**src/rtl/vnc_packer.sv**
```systemverilog
// Purpose: packs the debiased corrector bit stream LSB-first into WIDTH-bit words and queues them in a DEPTH-entry FIFO.
// Latency: a completed word is visible on out_word/out_valid in the cycle right after its final bit's edge.
// Backpressure: out_ready stalls the FIFO head; a word completing while the FIFO is full (and no same-edge pop) is dropped and counted.
module vnc_packer #(
    parameter int WIDTH = 8,
    parameter int DEPTH = 4,
    parameter int CNT_W = 16
) (
    input  logic                         clk,
    input  logic                         rstn,
    input  logic                         in_bit,
    input  logic                         in_valid,
    output logic [WIDTH-1:0]             out_word,
    output logic                         out_valid,
    input  logic                         out_ready,
    output logic [$clog2(DEPTH+1)-1:0]   level,
    output logic                         overflow,
    output logic [CNT_W-1:0]             drop_count,
    input  logic                         clr_stats
);

    localparam int CW = $clog2(WIDTH);
    localparam int AW = $clog2(DEPTH);
    localparam int PW = AW + 1;
    localparam int LW = $clog2(DEPTH + 1);

    logic [CW-1:0]    cnt_q, cnt_d;
    logic [WIDTH-2:0] shreg_q, shreg_d;
    logic [PW-1:0]    wr_ptr_q, wr_ptr_d;
    logic [PW-1:0]    rd_ptr_q, rd_ptr_d;
    logic [LW-1:0]    level_q, level_d;
    logic             ovf_q, ovf_d;
    logic [CNT_W-1:0] drop_q, drop_d;
    logic [WIDTH-1:0] mem_q [DEPTH];
    logic [WIDTH-1:0] mem_d [DEPTH];

    logic             word_done;
    logic [WIDTH-1:0] done_word;
    logic             empty, full, push, pop, drop;

    // Bit assembler: the top bit never lands in shreg, it goes straight into the completed word.
    always_comb begin
        cnt_d     = cnt_q;
        shreg_d   = shreg_q;
        word_done = in_valid && (cnt_q == CW'(WIDTH - 1));
        done_word = {in_bit, shreg_q};
        if (in_valid) begin
            if (word_done) begin
                cnt_d   = '0;
                shreg_d = '0;
            end else begin
                shreg_d[cnt_q] = in_bit;
                cnt_d          = cnt_q + CW'(1);
            end
        end
    end

    always_comb begin
        empty = (wr_ptr_q == rd_ptr_q);
        full  = (wr_ptr_q[PW-1] != rd_ptr_q[PW-1]) &&
                (wr_ptr_q[AW-1:0] == rd_ptr_q[AW-1:0]);
        pop   = !empty && out_ready;
        // A same-edge pop frees the slot, so a full FIFO can still take the new word.
        push  = word_done && (!full || pop);
        drop  = word_done && full && !pop;
    end

    always_comb begin
        mem_d    = mem_q;
        wr_ptr_d = wr_ptr_q;
        rd_ptr_d = rd_ptr_q;
        level_d  = level_q;
        if (push) begin
            mem_d[wr_ptr_q[AW-1:0]] = done_word;
            wr_ptr_d                = wr_ptr_q + PW'(1);
        end
        if (pop) begin
            rd_ptr_d = rd_ptr_q + PW'(1);
        end
        case ({push, pop})
            2'b10:   level_d = level_q + LW'(1);
            2'b01:   level_d = level_q - LW'(1);
            default: level_d = level_q;
        endcase
    end

    // A drop on the same edge as clr_stats counts as the first event after the clear.
    always_comb begin
        ovf_d  = ovf_q;
        drop_d = drop_q;
        if (clr_stats) begin
            ovf_d  = 1'b0;
            drop_d = '0;
        end
        if (drop) begin
            ovf_d = 1'b1;
            if (clr_stats) begin
                drop_d = CNT_W'(1);
            end else if (drop_q != {CNT_W{1'b1}}) begin
                drop_d = drop_q + CNT_W'(1);
            end
        end
    end

    always_ff @(posedge clk or negedge rstn) begin
        if (!rstn) begin
            cnt_q    <= '0;
            shreg_q  <= '0;
            wr_ptr_q <= '0;
            rd_ptr_q <= '0;
            level_q  <= '0;
            ovf_q    <= 1'b0;
            drop_q   <= '0;
            for (int i = 0; i < DEPTH; i++) begin
                mem_q[i] <= '0;
            end
        end else begin
            cnt_q    <= cnt_d;
            shreg_q  <= shreg_d;
            wr_ptr_q <= wr_ptr_d;
            rd_ptr_q <= rd_ptr_d;
            level_q  <= level_d;
            ovf_q    <= ovf_d;
            drop_q   <= drop_d;
            mem_q    <= mem_d;
        end
    end

    assign out_valid  = !empty;
    assign out_word   = empty ? '0 : mem_q[rd_ptr_q[AW-1:0]];
    assign level      = level_q;
    assign overflow   = ovf_q;
    assign drop_count = drop_q;

endmodule

```
**config.mk**
```make
export PLATFORM = sky130hd
export DESIGN_NAME = vnc_packer
export DESIGN_NICKNAME = d
export VERILOG_FILES = /design/src/rtl/vnc_packer.sv
export SDC_FILE = /design/constraint.sdc
export NUM_CORES = 1
export LEC_CHECK = 0
export BUFFER_PORTS_ARGS = -buffer_cell sky130_fd_sc_hd__buf_4
export CAP_MARGIN = 0
export CORE_MARGIN = 5
export CORE_UTILIZATION = 53
export DETAILED_ROUTE_END_ITERATION = 6
export PLACE_DENSITY = 0.76
export SYNTH_ARGS = -nofsm -noshare
export SYNTH_HDL_FRONTEND = slang
export SYNTH_SLANG_ARGS = --single-unit
```
**constraint.sdc**
```tcl
create_clock -name clk -period 2.4 [get_ports clk]
set_input_delay 0.24 -clock clk [delete_from_list [all_inputs] [get_ports clk]]
set_output_delay 0.24 -clock clk [all_outputs]
set_load 0.02 [all_outputs]
```
==> metrics.txt, run 1 <==
# TYPE chip_impl_metric gauge
chip_impl_info{name="status",value="completed"} 1
chip_impl_info{name="critical_path.startpoint",value="rd_ptr_q[2]"} 1
chip_impl_metric{name="clk-insertion-delay-late",unit="ns"} 0.34
chip_impl_metric{name="final_max_slew_violation_count",unit=""} 0
chip_impl_metric{name="cts_made_buffers",unit=""} 9
chip_impl_info{name="synthFlopType",value="sky130_fd_sc_hd__dfrtp_1"} 1
chip_impl_metric{name="synth.net_count",unit=""} 306
chip_impl_metric{name="share_of_cells_above_drive_strength_1",unit="%"} 31.56
chip_impl_metric{name="maxCapViolations",unit=""} 0
chip_impl_metric{name="power_leakage",unit="nW"} 1.912
chip_impl_metric{name="combined_global_route_utilization_of_all_metal_layers",unit="%"} 18.10
chip_impl_metric{name="timing.clock.skew",unit="ns"} 0.009034
chip_impl_metric{name="clock_sinks",unit=""} 68
chip_impl_metric{name="worst_reg2reg_path_depth",unit=""} 10
chip_impl_metric{name="initial_utilization",unit="%"} 54.92
chip_impl_metric{name="power_density_over_the_cells",unit="nW/um^2"} 1135
chip_impl_metric{name="rows",unit=""} 29
chip_impl_info{name="holdCritPathClass",value="in -> async"} 1
chip_impl_metric{name="async_flop_share",unit="%"} 100.0
chip_impl_metric{name="drt-total-wl",unit="um"} 6940
chip_impl_metric{name="grt_pass1_wl",unit="um"} 12190
chip_impl_metric{name="ff2ff_setup_slack",unit="ns"} 0.16
chip_impl_info{name="cp_top_family",value="XOR/XNOR gates"} 1
chip_impl_metric{name="timing.setup.tns",unit="ns"} 0
chip_impl_metric{name="worst-slew-pin-transition",unit="ns"} 0.8360
chip_impl_metric{name="crit_fanout",unit=""} 3
chip_impl_metric{name="ys_ff_latch",unit=""} 68
chip_impl_info{name="synth_top_family_by_area",value="multiplexers"} 1
chip_impl_metric{name="htree_levels",unit=""} 3
chip_impl_info{name="crit_path_top_delay_cell",value="sky130_fd_sc_hd__xnor2_1"} 1
chip_impl_metric{name="clock_transition_at_the_register_clock_pins_on_the_worst_setup_and_hold_paths_after_cts",unit="ns"} 0.07
chip_impl_metric{name="synth_sequential_area_ratio",unit="%"} 48.52
chip_impl_metric{name="synth-simple-area-share",unit="%"} 14.95
chip_impl_info{name="worstSetupEndpointType",value="flop"} 1
chip_impl_metric{name="finalHoldViolations",unit=""} 0
chip_impl_metric{name="arrival",unit="ns"} 2.47
chip_impl_metric{name="cts-root-to-sink-buffers",unit=""} 2
chip_impl_metric{name="setup-violations-final",unit=""} 0
chip_impl_info{name="ctsRootBufferMaster",value="sky130_fd_sc_hd__clkbuf_8"} 1
chip_impl_metric{name="worstSetupPathDepth",unit=""} 10
chip_impl_info{name="timing.setup.critical_path_class",value="reg -> reg"} 1
chip_impl_metric{name="fin_nets",unit=""} 351
chip_impl_metric{name="critical_path.max_stage_delay",unit="ns"} 0.50
chip_impl_metric{name="vdd_drop_max",unit="uV"} 685.7
chip_impl_metric{name="grt_remaining_overflow",unit=""} 0
chip_impl_metric{name="final_period_minus_worst_setup_slack",unit="ns"} 2.244
chip_impl_metric{name="netlist-cell-type-count",unit=""} 44
chip_impl_info{name="timing.rr.start",value="rd_ptr_q[2]"} 1
chip_impl_metric{name="grt_antenna_before_repair",unit=""} 0
chip_impl_metric{name="floorplan.io_pins",unit=""} 35
chip_impl_metric{name="regArea",unit="um^2"} 1704
chip_impl_metric{name="drt-initial-drc-count",unit=""} 117
chip_impl_metric{name="dr.pass1.iters",unit=""} 4
chip_impl_metric{name="synth_xor_area_share",unit="%"} 4.067
chip_impl_metric{name="area_used_by_multi_input_combinational_logic",unit="um^2"} 1692
chip_impl_metric{name="timing.final.crit_share",unit="%"} 93.50
chip_impl_metric{name="dpl.hpwl",unit="um"} 4777
chip_impl_metric{name="core_area",unit="um^2"} 6386
chip_impl_metric{name="timing.slew.headroom",unit="%"} 44.27
chip_impl_metric{name="grt_start_max_net_pins",unit=""} 69
chip_impl_metric{name="detail_route.vias_per_cell",unit=""} 5.865
chip_impl_metric{name="yosys.area_share.adder",unit="%"} 3.782
chip_impl_metric{name="critical_path_required",unit="ns"} 2.63
chip_impl_metric{name="cts_hold_repair.buffers",unit=""} 0
chip_impl_info{name="cts_tree",value="done"} 1
chip_impl_metric{name="die_width",unit="um"} 91.35
chip_impl_metric{name="drt-wirelength-per-cell",unit="um"} 16.68
chip_impl_metric{name="areaGrowthSynthToFinish",unit="%"} 15.95
chip_impl_metric{name="ys_warn_count",unit=""} 0
chip_impl_metric{name="synth_cells",unit=""} 290
chip_impl_metric{name="muxShareOfSynthArea",unit="%"} 18.05
chip_impl_metric{name="remaining_drc_errors",unit=""} 0
chip_impl_metric{name="gpl.final_weighted_congestion",unit=""} 0.7822
chip_impl_metric{name="vias",unit=""} 2440
chip_impl_metric{name="antenna_cells",unit=""} 0
chip_impl_metric{name="finish.utilization",unit="%"} 63.68
chip_impl_metric{name="clock.fmax",unit="MHz"} 445.7
chip_impl_metric{name="io_buffers",unit=""} 34
chip_impl_info{name="r2r-end",value="level[2]"} 1
chip_impl_metric{name="synth_edf_count",unit=""} 0
chip_impl_metric{name="dieArea",unit="um^2"} 8344
chip_impl_info{name="crit_path_cell_trace",value="xnor2_1 -> nand2_1 -> nand2_1 -> inv_1 -> ha_2 -> inv_1 -> fa_2 -> xor2_1 -> nor2_1 -> xor2_1"} 1
chip_impl_info{name="worst_setup_path_start_kind",value="flop"} 1
chip_impl_info{name="critical_path.endpoint",value="level[2]"} 1
chip_impl_metric{name="drtAntennaViolNets",unit=""} 0
chip_impl_metric{name="via_count_of_the_first_global_routing_pass",unit=""} 2484
chip_impl_metric{name="synth.avg_cell_area",unit="um^2"} 12.09
chip_impl_metric{name="synth_compound_area_share",unit="%"} 7.171
chip_impl_metric{name="dieHeight",unit="um"} 91.35
chip_impl_metric{name="path_buf_inv",unit=""} 2
chip_impl_metric{name="synth.cell_area",unit="um^2"} 3507
chip_impl_metric{name="fillerInstances",unit=""} 489
-- cells by family (layout without fill, tap and decap cells) --
logic type / Yosys count / count (layout)
AND/OR/NAND/NOR: 88 / 88
flip-flops: 68 / 68
multiplexers: 46 / 46
AO/OA/AOI/OAI: 40 / 40
buffers and inverters: 26 / 75
XOR/XNOR: 12 / 12
adder cells (fa/ha/maj): 10 / 10
-- synth_stat cells (3+ instances only) --
library cell               instances  area share [%]
sky130_fd_sc_hd__ha_1              9             3.2
sky130_fd_sc_hd__clkbuf_1          5            0.54
sky130_fd_sc_hd__nand3_1           6            0.86
sky130_fd_sc_hd__and3_1            4            0.71
sky130_fd_sc_hd__nor2_1           14             1.5
sky130_fd_sc_hd__mux2_2           34              11
sky130_fd_sc_hd__or4_1             5             1.1
sky130_fd_sc_hd__dfrtp_1          68              49
sky130_fd_sc_hd__inv_1            17             1.8
sky130_fd_sc_hd__mux2i_1           4             1.1
sky130_fd_sc_hd__nand2_1          13             1.4
sky130_fd_sc_hd__o21ai_0           7             1.0
sky130_fd_sc_hd__mux4_1            8             6.0
sky130_fd_sc_hd__buf_6             3            0.96
sky130_fd_sc_hd__and2_1            9             1.6
sky130_fd_sc_hd__nor2b_1           8             1.4
sky130_fd_sc_hd__nand2_2           4            0.71
sky130_fd_sc_hd__o21ai_1           3            0.43
sky130_fd_sc_hd__nor3_1            7             1.0
sky130_fd_sc_hd__xnor2_1           8             2.0
sky130_fd_sc_hd__nand4_1           4            0.71
sky130_fd_sc_hd__a21oi_1          12             1.7
sky130_fd_sc_hd__o22ai_1           5            0.89
sky130_fd_sc_hd__o31ai_1           3            0.64
sky130_fd_sc_hd__or3_1             4            0.71
-- cell usage in the layout (no fill, tap or decap), types with 2 or more instances in the layout --
master / Yosys / layout
sky130_fd_sc_hd__ha_1: 9 / 8
sky130_fd_sc_hd__nand2_2: 4 / 5
sky130_fd_sc_hd__nand2_1: 13 / 12
sky130_fd_sc_hd__o211ai_1: 2 / 2
sky130_fd_sc_hd__o21ai_0: 7 / 7
sky130_fd_sc_hd__o21ai_1: 3 / 3
sky130_fd_sc_hd__o22ai_1: 5 / 5
sky130_fd_sc_hd__o31ai_1: 3 / 3
sky130_fd_sc_hd__xnor2_1: 8 / 8
sky130_fd_sc_hd__or3_1: 4 / 4
sky130_fd_sc_hd__a31oi_1: 2 / 2
sky130_fd_sc_hd__nor2b_1: 8 / 8
sky130_fd_sc_hd__mux4_1: 8 / 8
sky130_fd_sc_hd__dfrtp_1: 68 / 66
sky130_fd_sc_hd__mux2_2: 34 / 34
sky130_fd_sc_hd__buf_4: 0 / 43
sky130_fd_sc_hd__xor2_4: 2 / 2
sky130_fd_sc_hd__or4_1: 5 / 5
sky130_fd_sc_hd__and3_1: 4 / 4
sky130_fd_sc_hd__and2_1: 9 / 9
sky130_fd_sc_hd__nor4_4: 2 / 2
sky130_fd_sc_hd__nor3_1: 7 / 7
sky130_fd_sc_hd__a21oi_1: 12 / 12
sky130_fd_sc_hd__nor2_1: 14 / 14
sky130_fd_sc_hd__o2bb2ai_1: 2 / 2
sky130_fd_sc_hd__inv_1: 17 / 17
sky130_fd_sc_hd__nand4_1: 4 / 4
sky130_fd_sc_hd__nand2b_1: 2 / 2
sky130_fd_sc_hd__dfrtp_2: 0 / 2
sky130_fd_sc_hd__clkbuf_8: 0 / 13
sky130_fd_sc_hd__xor2_1: 2 / 2
sky130_fd_sc_hd__nand3_1: 6 / 6
sky130_fd_sc_hd__mux2i_1: 4 / 4
-- worst min path at each step --
stage | depth (start not counted) | to | slack, ns
after global placement | 1 | level[1] | 0.41
after CTS | 1 | drop_count[5] | 0.03
final | 1 | level[0] | 0.002
after floorplan | 0 | cnt_q[0] | -0.06
after global routing | 1 | level[1] | 0.07
after detailed placement | 1 | level[0] | 0.40
-- report_power, final --
group          switching, W  internal (W)
combinational      0.000932      0.000957
sequential         0.000306       0.00153
clock              0.000412      0.000482
total               0.00165       0.00297
-- registers in the layout (all words and copies together) (netlist names) --
name,flops
rd_ptr_q,3
wr_ptr_q,3
overflow,1
shreg_q,7
drop_count,16
cnt_q,3
level,3
mem_q,32
-- timing repair --
item,in CTS,in global routing
setup buffers,0,1
resized for setup,0,5
endpoints found under the setup margin,0,1
-- metal layers --
layer  part of all wire, %  GRT usage (%)  vias to the layer above
met1                    45          24.03                     1234
li1                      -              -                     1137
met3                   4.1          3.967                       15
met4                   2.4          8.557                        0
met5                     0              0                        -
met2                    48          28.31                       54
-- cell type report --
class / instances / share of cell area (%)
flip-flops and latches: 68 / 41.91
multi-input cells: 196 / 41.60
repair buffers: 43 / 7.938
clock buffers: 14 / 4.492
well taps: 77 / 2.369
inverters: 17 / 1.569
clock inverters: 1 / 0.1231
-- through the flow --
stage                     hold slack (ns)  power [W]  worst slack, ns  cell area (um^2)  instances
after floorplan                  -0.05559   0.003138           0.1036              3507        290
after global placement             0.4076   0.003638           0.2206              3861        400
after detailed placement           0.4023   0.003722           0.1445              3861        400
after CTS                         0.03115   0.004623           0.1151              4049        415
after global routing              0.06769   0.004940        -0.009787              4066        416
final                            0.002403   0.004617           0.1561              4066        416
Note: power is estimated with default switching activity, not from simulation.
==> inputs of run 2 (changes only) <==
Settings changed: GPL_TIMING_DRIVEN from default to 0.
==> metrics.txt, run 2 (synthesis gave the netlist of run 1 again) <==
# TYPE chip_impl_metric gauge
chip_impl_info{name="status",value="finished with violations"} 1
chip_impl_info{name="violations",value="hold timing"} 1
chip_impl_metric{name="floorplan.io_pins",unit=""} 35
chip_impl_metric{name="clock.fmax",unit="MHz"} 430.9
chip_impl_metric{name="timing.setup.tns",unit="ns"} 0
chip_impl_info{name="holdCritPathClass",value="in -> async"} 1
chip_impl_metric{name="grt_start_max_net_pins",unit=""} 69
chip_impl_metric{name="grt_antenna_before_repair",unit=""} 0
chip_impl_metric{name="htree_levels",unit=""} 3
chip_impl_metric{name="die_width",unit="um"} 91.35
chip_impl_metric{name="timing.final.crit_share",unit="%"} 96.70
chip_impl_metric{name="setup-violations-final",unit=""} 0
chip_impl_metric{name="cts_hold_repair.buffers",unit=""} 0
chip_impl_metric{name="clk-insertion-delay-late",unit="ns"} 0.35
chip_impl_info{name="ctsRootBufferMaster",value="sky130_fd_sc_hd__clkbuf_8"} 1
chip_impl_info{name="unrepaired_setup_endpoints_after_global_routing",value="yes"} 1
chip_impl_metric{name="finish.utilization",unit="%"} 64.46
chip_impl_metric{name="vias",unit=""} 2383
chip_impl_info{name="most-common-layout-cells",value="sky130_fd_sc_hd__dfrtp_1, sky130_fd_sc_hd__buf_4, sky130_fd_sc_hd__mux2_2"} 1
chip_impl_metric{name="drt-wirelength-per-cell",unit="um"} 16.22
chip_impl_info{name="timing.rr.start",value="wr_ptr_q[1]"} 1
chip_impl_metric{name="timing.slew.headroom",unit="%"} 45.25
chip_impl_metric{name="clock_sinks",unit=""} 68
chip_impl_metric{name="antenna_cells",unit=""} 0
chip_impl_metric{name="remaining_drc_errors",unit=""} 0
chip_impl_metric{name="dieHeight",unit="um"} 91.35
chip_impl_metric{name="combined_global_route_utilization_of_all_metal_layers",unit="%"} 17.95
chip_impl_metric{name="drtAntennaViolNets",unit=""} 0
chip_impl_metric{name="core_area",unit="um^2"} 6386
chip_impl_info{name="final_common_cell",value="sky130_fd_sc_hd__dfrtp_1"} 1
chip_impl_metric{name="rows",unit=""} 29
chip_impl_metric{name="initial_utilization",unit="%"} 54.92
chip_impl_metric{name="dr.pass1.iters",unit=""} 4
chip_impl_metric{name="largest_reg_flops",unit=""} 32
chip_impl_metric{name="final_period_minus_worst_setup_slack",unit="ns"} 2.321
chip_impl_metric{name="crit_fanout",unit=""} 4
chip_impl_metric{name="arrival",unit="ns"} 2.60
chip_impl_metric{name="worst_reg2reg_path_depth",unit=""} 10
chip_impl_metric{name="grt_pass1_wl",unit="um"} 11970
chip_impl_metric{name="grt_remaining_overflow",unit=""} 0
chip_impl_metric{name="clock_transition_at_the_register_clock_pins_on_the_worst_setup_and_hold_paths_after_cts",unit="ns"} 0.08
chip_impl_info{name="cts_tree",value="done"} 1
chip_impl_metric{name="fin_nets",unit=""} 356
chip_impl_metric{name="final_max_slew_violation_count",unit=""} 0
chip_impl_metric{name="critical_path_required",unit="ns"} 2.68
chip_impl_metric{name="io_buffers",unit=""} 34
chip_impl_metric{name="vdd_drop_max",unit="uV"} 661.8
chip_impl_info{name="timing.setup.critical_path_class",value="reg -> reg"} 1
chip_impl_metric{name="via_count_of_the_first_global_routing_pass",unit=""} 2461
chip_impl_info{name="critical_path.startpoint",value="wr_ptr_q[1]"} 1
chip_impl_metric{name="power_density_over_the_cells",unit="nW/um^2"} 1138
chip_impl_metric{name="maxCapViolations",unit=""} 0
chip_impl_metric{name="cts-root-to-sink-buffers",unit=""} 2
chip_impl_metric{name="dpl.hpwl",unit="um"} 4714
chip_impl_info{name="largest_register",value="mem_q"} 1
chip_impl_metric{name="final.hold.worst_slack",unit="ns"} -0.01107
chip_impl_info{name="worst_setup_path_start_kind",value="flop"} 1
chip_impl_metric{name="worst-slew-pin-transition",unit="ns"} 0.8212
chip_impl_metric{name="share_of_cells_above_drive_strength_1",unit="%"} 31.30
chip_impl_metric{name="areaGrowthSynthToFinish",unit="%"} 17.37
chip_impl_metric{name="drt-total-wl",unit="um"} 6845
chip_impl_metric{name="detail_route.vias_per_cell",unit=""} 5.647
chip_impl_metric{name="drt-initial-drc-count",unit=""} 79
chip_impl_metric{name="finalHoldViolations",unit=""} 18
chip_impl_metric{name="timing.clock.skew",unit="ns"} 0.006945
chip_impl_info{name="worstSetupEndpointType",value="flop"} 1
chip_impl_metric{name="power_leakage",unit="nW"} 1.929
chip_impl_metric{name="gpl.final_weighted_congestion",unit=""} 0.8036
chip_impl_metric{name="cts_made_buffers",unit=""} 9
chip_impl_metric{name="dieArea",unit="um^2"} 8344
==> run 2: stage by stage <==
stage	hold slack, ns	total power (W)	instances	worst slack (ns)	area (um^2)
after floorplan	-0.05559	0.003138	290	0.1036	3507
after global placement	0.3988	0.003611	401	-0.1049	3859
after detailed placement	0.4015	0.003702	401	-0.1512	3859
after CTS	0.01411	0.004717	420	0.02896	4094
after global routing	0.05692	0.005022	422	-0.06143	4116
final	-0.01107	0.004686	422	0.07913	4116
==> run 2: where the power goes <==
group / internal [W] / switching [W] / total (W) / leakage, nW
Clock: 0.000497 / 0.000491 / 0.000989 / 0.0988
Sequential: 0.00152 / 0.000280 / 0.00180 / 0.867
Combinational: 0.000967 / 0.000927 / 0.00189 / 0.962
Total: 0.00299 / 0.00170 / 0.00469 / 1.93
==> run 2: path summary, 6_finish.rpt <==
check / end / slack (ns)
min reg2reg: level[2] / 0.47
min in group clk: mem_q[23] / 0.16
max: level[2] / 0.08
min: level[1] / -0.01
max reg2reg: level[2] / 0.08
max in group asynchronous: cnt_q[0] / 1.83
==> run 2: layout make-up <==
| class | instances | area (um^2) |
|---|---|---|
| buffer | 9 | 65.06 |
| clock buffer | 9 | 123.9 |
| clock inverter | 7 | 82.58 |
| fill | 502 | 2270 |
| inverter | 17 | 63.81 |
| multi-input combinational | 196 | 1689 |
| sequential | 68 | 1703 |
| tap | 77 | 96.34 |
| timing repair buffer | 39 | 292.8 |
==> run 2: worst max-delay path, cell delays in order (launching register included) <==
cell	delay, ns
sky130_fd_sc_hd__dfrtp_1	0.49
sky130_fd_sc_hd__xor2_4	0.24
sky130_fd_sc_hd__nor4_4	0.35
sky130_fd_sc_hd__nor2_4	0.07
sky130_fd_sc_hd__inv_1	0.07
sky130_fd_sc_hd__ha_2	0.18
sky130_fd_sc_hd__inv_1	0.05
sky130_fd_sc_hd__fa_1	0.37
sky130_fd_sc_hd__xor2_1	0.17
sky130_fd_sc_hd__nor2_1	0.11
sky130_fd_sc_hd__xor2_1	0.15
==> run 2: repair_timing <==
action	4_1_cts	5_1_grt
pin swaps	2	2
endpoints found under the setup margin	3	8
buffers inserted	3	2
gates resized for setup	3	4
==> run 2: per-layer routing <==
layer  GRT usage, %  part of all wire [%]  vias up  wire, um
met5              0                     0        -         0
met4          8.680                   1.5        0       102
met3          4.215                   3.5       10       238
met2          27.94                    50       41      3414
met1          23.69                    45     1179      3089
li1               -                     -     1153         -
